## src/rtl/qspi_arb.sv

```systemverilog
// qspi_arb: arbiter/sequencer sharing the qspi line-transfer engine between
// icache fill, dcache write-back/fill and (optionally) io register writes.
// The grant is held for the whole transfer. Every request field is registered,
// and a one-cycle done pulse goes back to the owner.
// Optional feature macro: IO_ARB_EN adds the io register-write path (IO_WR state).
module qspi_arb #(
    parameter int PA          = 22,
    parameter int LINE_LENGTH = 4,
    localparam int TW         = PA - $clog2(LINE_LENGTH)
) (
    input  logic          clk,
    input  logic          reset,
    input  logic          fault,
    input  logic          i_pull,
    input  logic [TW-1:0] i_tag,
    input  logic          d_push,
    input  logic          d_pull,
    input  logic [TW-1:0] d_tag,
    input  logic          io_req,
    input  logic [3:0]    io_addr,
    input  logic [7:0]    io_data,
    input  logic          q_done,
    output logic          q_req,
    output logic          q_i_d,
    output logic          q_write,
    output logic          q_mem,
    output logic [TW-1:0] q_paddr,
    output logic          q_reg_write,
    output logic [3:0]    q_reg_addr,
    output logic [7:0]    q_reg_data,
    output logic          i_done,
    output logic          d_done,
    output logic          io_ack,
    output logic          busy
);

    typedef enum logic [2:0] {
        IDLE, I_FILL, D_PUSH, D_PULL
`ifdef IO_ARB_EN
        , IO_WR
`endif
    } state_t;

    // Line request presented to qspi by the winning side
    typedef struct packed {
        logic          i_d;
        logic          write;
        logic [TW-1:0] paddr;
    } qreq_t;

    state_t state;
    logic   last_d;   // 1 = D was the last cache side granted
    logic   d_want;
    logic   pick_i;
    logic   pick_d;
    qreq_t  win;

    // RAM target when the top seven line-address bits are all ones
    function automatic logic is_mem(input logic [TW-1:0] tag);
        return &tag[TW-1:TW-7];
    endfunction

    // I vs D round-robin: on a tie the side not served last wins
    always_comb begin
        d_want    = d_push | d_pull;
        pick_i    = i_pull & (~d_want | last_d);
        pick_d    = d_want & ~pick_i;
        win.i_d   = pick_i;
        win.write = pick_d & d_push;
        win.paddr = pick_i ? i_tag : d_tag;
    end

    // Grant/sequence FSM; all qspi fields and done pulses are registered here
    always_ff @(posedge clk or negedge reset) begin
        if (!reset) begin
            state   <= IDLE;
            last_d  <= 1'b0;
            q_req   <= 1'b0;
            q_i_d   <= 1'b0;
            q_write <= 1'b0;
            q_mem   <= 1'b0;
            q_paddr <= '0;
            i_done  <= 1'b0;
            d_done  <= 1'b0;
            busy    <= 1'b0;
`ifdef IO_ARB_EN
            q_reg_write <= 1'b0;
            q_reg_addr  <= '0;
            q_reg_data  <= '0;
            io_ack      <= 1'b0;
`endif
        end else begin
            i_done <= 1'b0;
            d_done <= 1'b0;
`ifdef IO_ARB_EN
            q_reg_write <= 1'b0;
            io_ack      <= 1'b0;
`endif
            case (state)
                IDLE: begin
                    if (!fault) begin
`ifdef IO_ARB_EN
                        if (io_req) begin
                            state       <= IO_WR;
                            busy        <= 1'b1;
                            q_reg_write <= 1'b1;
                            io_ack      <= 1'b1;
                            q_reg_addr  <= io_addr;
                            q_reg_data  <= io_data;
                        end else
`endif
                        if (pick_i || pick_d) begin
                            state   <= pick_i ? I_FILL : (d_push ? D_PUSH : D_PULL);
                            last_d  <= pick_d;
                            busy    <= 1'b1;
                            q_req   <= 1'b1;
                            q_i_d   <= win.i_d;
                            q_write <= win.write;
                            q_paddr <= win.paddr;
                            q_mem   <= is_mem(win.paddr);
                        end
                    end
                end
                I_FILL, D_PULL: begin
                    if (q_done) begin
                        state  <= IDLE;
                        busy   <= 1'b0;
                        q_req  <= 1'b0;
                        i_done <= (state == I_FILL);
                        d_done <= (state == D_PULL);
                    end
                end
                D_PUSH: begin
                    if (q_done) begin
                        d_done  <= 1'b1;
                        q_write <= 1'b0;
                        // Chain straight into the fill so no I grant can slip in
                        if (d_pull) begin
                            state   <= D_PULL;
                            q_paddr <= d_tag;
                            q_mem   <= is_mem(d_tag);
                        end else begin
                            state <= IDLE;
                            busy  <= 1'b0;
                            q_req <= 1'b0;
                        end
                    end
                end
`ifdef IO_ARB_EN
                IO_WR: begin
                    state <= IDLE;
                    busy  <= 1'b0;
                end
`endif
                default: state <= IDLE;
            endcase
        end
    end

`ifndef IO_ARB_EN
    logic unused_io;
    assign unused_io   = ^{io_req, io_addr, io_data};
    assign q_reg_write = 1'b0;
    assign q_reg_addr  = '0;
    assign q_reg_data  = '0;
    assign io_ack      = 1'b0;
`endif

endmodule

```

## config.mk

```make
export PLATFORM = sky130hd
export DESIGN_NAME = qspi_arb
export DESIGN_NICKNAME = d
export VERILOG_FILES = /design/src/rtl/qspi_arb.sv
export SDC_FILE = /design/constraint.sdc
export NUM_CORES = 1
export LEC_CHECK = 0
export CAP_MARGIN = 10
export CORE_ASPECT_RATIO = 0.5
export CORE_UTILIZATION = 34
export CTS_BUF_LIST = sky130_fd_sc_hd__clkbuf_8
export CTS_CLUSTER_SIZE = 40
export DETAILED_ROUTE_END_ITERATION = 16
export GPL_TIMING_DRIVEN = 0
export PLACE_DENSITY = 0.78
export SYNTH_ARGS = -nofsm -noshare
export SYNTH_HDL_FRONTEND = slang
export SYNTH_SLANG_ARGS = --single-unit
```

## constraint.sdc

```tcl
create_clock -name clk -period 1.32 [get_ports clk]
set_clock_uncertainty 0.05 [all_clocks]
set_input_delay 0.198 -clock clk [delete_from_list [all_inputs] [get_ports clk]]
set_output_delay 0.198 -clock clk [all_outputs]
set_load 0.02 [all_outputs]
```

Word level (Yosys, flattened, before mapping):

Cells that the tools add are included.

* bits of input ports: 60
* bits in registers: 30
* word-level logic and storage cells: 71

* equality and inequality tests: 9
* reduce and logical (&&, ||, !) cells: 12
* muxes and demuxes: 33
* bitwise gates (word level): 8

Operator list (number)
* $mux 20: 5
* $pmux 20 s2: 1
* $mux 1: 16
* $reduce_and 7->1: 2
* $mux 3: 4
* $ne 2x2->1 const B: 6
* $pmux 3 s3: 1
* $reduce_and 4->1: 2
* $eq 3x2->1 const B: 2
* $pmux 1 s2: 3
* $reduce_and 6->1: 1
* $reduce_and 5->1: 1
* $mux 2: 2
* $and 1x1->1: 3
* $eq 3x1->1 const B: 1
* $logic_not 3->1: 1
* $not 1->1: 3
* $pmux 1 s3: 1
* $reduce_and 3->1: 1
* $reduce_bool 3->1: 1
* $or 1x1->1: 2
* $reduce_bool 2->1: 1
* $reduce_or 2->1: 1
* $logic_or 1x1->1: 1

Longest topological paths before layout:

* depth after elaboration: 10
* gate-level depth with buffers: 6
* depth with buffers taken out: 4

Worst setup path before layout:

Ideal clock, no wire load.

* path type: reg2reg
* from: register state[0]
* to: register q_paddr[2]
* library setup time: 0.132 ns
* data arrival time: 1.260 ns
* slack: -0.122 ns
* cell stages (with the launch flop): 5
* required time: 1.138 ns
* period minus slack after synthesis: 1.442 ns
* buffers on the path: 2
* path through: dfrtp_1 > buf_6 > o41ai_4 > buf_2 > a21oi_1

* word-level cells in the longest chain between the ends: 3
* elaborated cells between the ends (all ways): 9

Ends and longest elaborated chain
* start, declared: line 51 `state_t state;`
* start signal, assigned: line 113 `state <= pick_i ? I_FILL : (d_push ? D_PUSH : D_PULL);`
* $eq 3x2->1 / $logic_not 3->1 (equally long branches): line 99 `case (state)`
* $ne 2x2->1 (no source line) / $reduce_bool 2->1 (equally long branches)
* $reduce_and 5->1 (no source line)
* end signal, assigned: line 119 `q_paddr <= win.paddr;`
* end signal, assigned: line 140 `q_paddr <= d_tag;`
* end, declared: line 27 `output logic [TW-1:0] q_paddr,`

Several ways; a longest one is shown, not always the timed one.
A chain may end at the register's enable or synchronous reset.

Final worst setup path:

* from: register state[1]
* to: register q_paddr[4]

Same word-level chain as after synthesis.

==> impl_metrics.csv <==
group,metric,value,unit
drt,drc,0,
pwr,combPwrFrac,61.5,%
die,rows,17,
critical_path,r2r_end,"q_paddr[4]$_DFFE_PN0P_",
critical_path,critPathLaunchType,"register",
die,floorplan.initialDensity,36.1,%
finish,final_area,2940,µm²
placed_design,gp_congestion,0.764,
die,fp.dieH,50.7,µm
critical_path,reg2reg_slack,-0.29,ns
finish,mostFrequentLayoutCell,"clkdlybuf4s50_1",
finish,drive_above_1_share,42.3,%
placed_design,dpl_cell_area,2490,µm²
drt,first_iter_violations,55,
outcome,status,"finished with violations",
pwr,pwr-share-seq,26.6,%
pwr,power_density,2100,nW/µm²
drt,routed.top_layer,"met4",
critical_path,rr_startpoint,"state[1]$_DFFE_PN0P_",
synthesis,yosys_register_bits,29,
synthesis,synthesis.area,1610,µm²
outcome,violations,"setup timing",
critical_path,worstPathRequired,1.43,ns
pwr,p_leak,1.24,nW
clock_tree,cts_buffers,5,
timing,rsz0062_at_grt,"yes",
drt,drtPass1Iterations,4,
clock_tree,root_buffer,"clkbuf_8",
synthesis,syn_avg_cell_area,11.0,µm²
timing,period_needed,1.61,ns
grt,grt_usage,19.2,%
flow_run,max-cap-violations,0,
timing,fin_ws,-0.287,ns
pwr,p_clk_share,11.9,%
die,die_width,99.3,µm
synthesis,ys_types,29,
finish,fin_nets,313,
placed_design,hpwlAfterDp,2.94,mm
pwr,finalPower,6.18,mW
grt,grt-ovfl-total,0,
timing,period_share,122,%
die,pin_count,101,
clock_tree,cts_tree,"built",
clock_tree,cts_max_level,2,
drt,drt_wl_total,5.30,mm
timing,clock.fmax,622,MHz
drt,viasPerCell,4.95,
drt,vias,1533,
drt,routedWlPerCell,17.1,µm
clock_tree,cts_sinks,29,
timing,hold_viol,0,
grt,grt_pass1_vias,1467,
critical_path,cp_max_fo,10,
clock_tree,cts_buffer_depth,2,
timing,worstMarginPinSlew,0.754,ns
drt,antenna_left,0,
timing,setup_viol,27,
grt,grt_max_degree,17,
finish,final_cell_mix,"clkdlybuf4s50_1 (43), dlygate4sd2_1 (29), dfrtp_1 (28)",
pwr,swShare,42.1,%
critical_path,arrival,1.72,ns
finish,final_core_util,65.8,%
critical_path,rr_worst_depth,7,
finish,antenna_cells,0,
critical_path,critPathCaptureType,"register",
pwr,p_int,3.58,mW
grt,grt_pass1_wl,7.30,mm
finish,areaGrowthSynthToFinish,82.4,%
placed_design,io_buffers,73,
clock_tree,postCtsHoldBufs,0,
critical_path,critPathKind,"register to register",
synthesis,yosysWarningCount,0,
die,die_area,5030,µm²
synthesis,netlist_instances,147,
drt,wl_met2,2.64,mm
synthesis,seq_area_frac_synth,45.1,%
clock_tree,clock_latency,0.28,ns
timing,max-slew-margin-rel,49.5,%
clock_tree,clk_pin_slew_worst_paths,0.06,ns
drt,drt-met1-wl,2.18,mm
die,core,4470,µm²
timing,drv_slew,0,
worst_hold_path,hp-class,"input pin to asynchronous set/reset pin",
grt,grt_antenna_before_repair,0,
drt,met3_length,291,µm
pwr,ir_drop,0.794,mV
pwr,p_switching,2.60,mW
-- synth_stat cells (all sizes together) --
library cell  number  area, µm²
nand4b             1       8.76
or3                1       6.26
nand4              2       12.5
nand3              2       10.0
a21boi             2       15.0
mux2i             21        210
conb               1       3.75
and2               1       7.51
o221ai             2       35.0
nand2              2       7.51
a31oi              1       6.26
or4                1       7.51
o41ai              1       27.5
a21o               1       7.51
o21ai              3       15.0
buf               22        184
inv                2       7.50
nor3               1       10.0
nor2              27        101
a21oi             22        181
dfrtp             29        726
and3               1       7.51
nor4               1       12.5
-- power by group through the flow --
stage / Combinational, mW / Clock (mW) / Sequential [mW]
2_1_floorplan: 1.43 / 0 / 2.02
3_3_place_gp: 3.02 / 0 / 1.56
3_5_place_dp: 3.07 / 0 / 1.59
4_1_cts: 3.46 / 0.734 / 1.59
5_1_grt: 3.98 / 0.797 / 1.68
6_report: 3.80 / 0.736 / 1.64
-- worst max-delay path: stages (launching register included) --
cell,delay [ns]
dfrtp_2,0.47
buf_4,0.17
nand4b_1,0.18
o41ai_4,0.12
buf_6,0.15
buf_8,0.15
nor2_1,0.15
a21oi_2,0.05
-- per-stage QoR --
| stage | worst slack, ns | instances | setup TNS [ns] | hold slack [ns] |
|---|---|---|---|---|
| detailed placement | -0.540 | 291 | -12.79 | 0.447 |
| CTS | -0.192 | 308 | -4.03 | 0.329 |
| floorplan | -0.0788 | 160 | -1.45 | -0.148 |
| finish | -0.287 | 310 | -6.08 | 0.313 |
| global route | -0.315 | 310 | -6.87 | 0.367 |
| global placement | -0.550 | 290 | -25.33 | 0.425 |
-- timing repair --
action                     4_1_cts  5_1_grt
resized for setup               69       24
setup endpoints to repair       52       27
setup buffers                    8        2
gates cloned                     2        0
pin swaps                       26        8
-- registers in the layout, indices dropped and copies added (netlist names) --
| register | cells |
|---|---|
| busy | 1 |
| d_done | 1 |
| i_done | 1 |
| last_d | 1 |
| q_i_d | 1 |
| q_mem | 1 |
| q_paddr | 20 |
| q_write | 1 |
| state | 2 |
-- routing by layer --
layer | GRT usage, % | vias to the layer above
met5 | 0 | -
met4 | 6.62 | 0
met3 | 5.29 | 23
met2 | 35.0 | 72
met1 | 22.0 | 736
li1 | - | 702
-- worst max path at each step --
stage	startpoint	to	slack (ns)	depth (start not counted)
detailed placement	d_pull	q_paddr[16]$_DFFE_PN0P_	-0.54	6
floorplan	state[0]$_DFFE_PN0P_	q_paddr[2]$_DFFE_PN0P_	-0.08	4
CTS	state[1]$_DFFE_PN0P_	q_paddr[0]$_DFFE_PN0P_	-0.19	6
global placement	reset	state[1]$_DFFE_PN0P_	-0.55	1
global route	state[1]$_DFFE_PN0P_	q_paddr[4]$_DFFE_PN0P_	-0.32	7
finish	state[1]$_DFFE_PN0P_	q_paddr[4]$_DFFE_PN0P_	-0.29	7
-- logic make-up after synthesis --
group | share of synthesized area [%]
flip-flops | 45.1
multiplexers | 13.1
AO/OA/AOI/OAI | 17.9
other | 0.233
buffers and inverters | 11.9
AND/OR/NAND/NOR | 11.9
-- layout make-up --
type                       count  area [µm²]
clock buffer                   6        82.6
multi-input combinational    107         953
inverter                       2        10.0
sequential                    29         727
fill                         328        1530
tap                           57        71.3
buffer                        22         220
clock inverter                 1        3.75
timing repair buffer          86         870
Power figures use the tool's default switching activity.
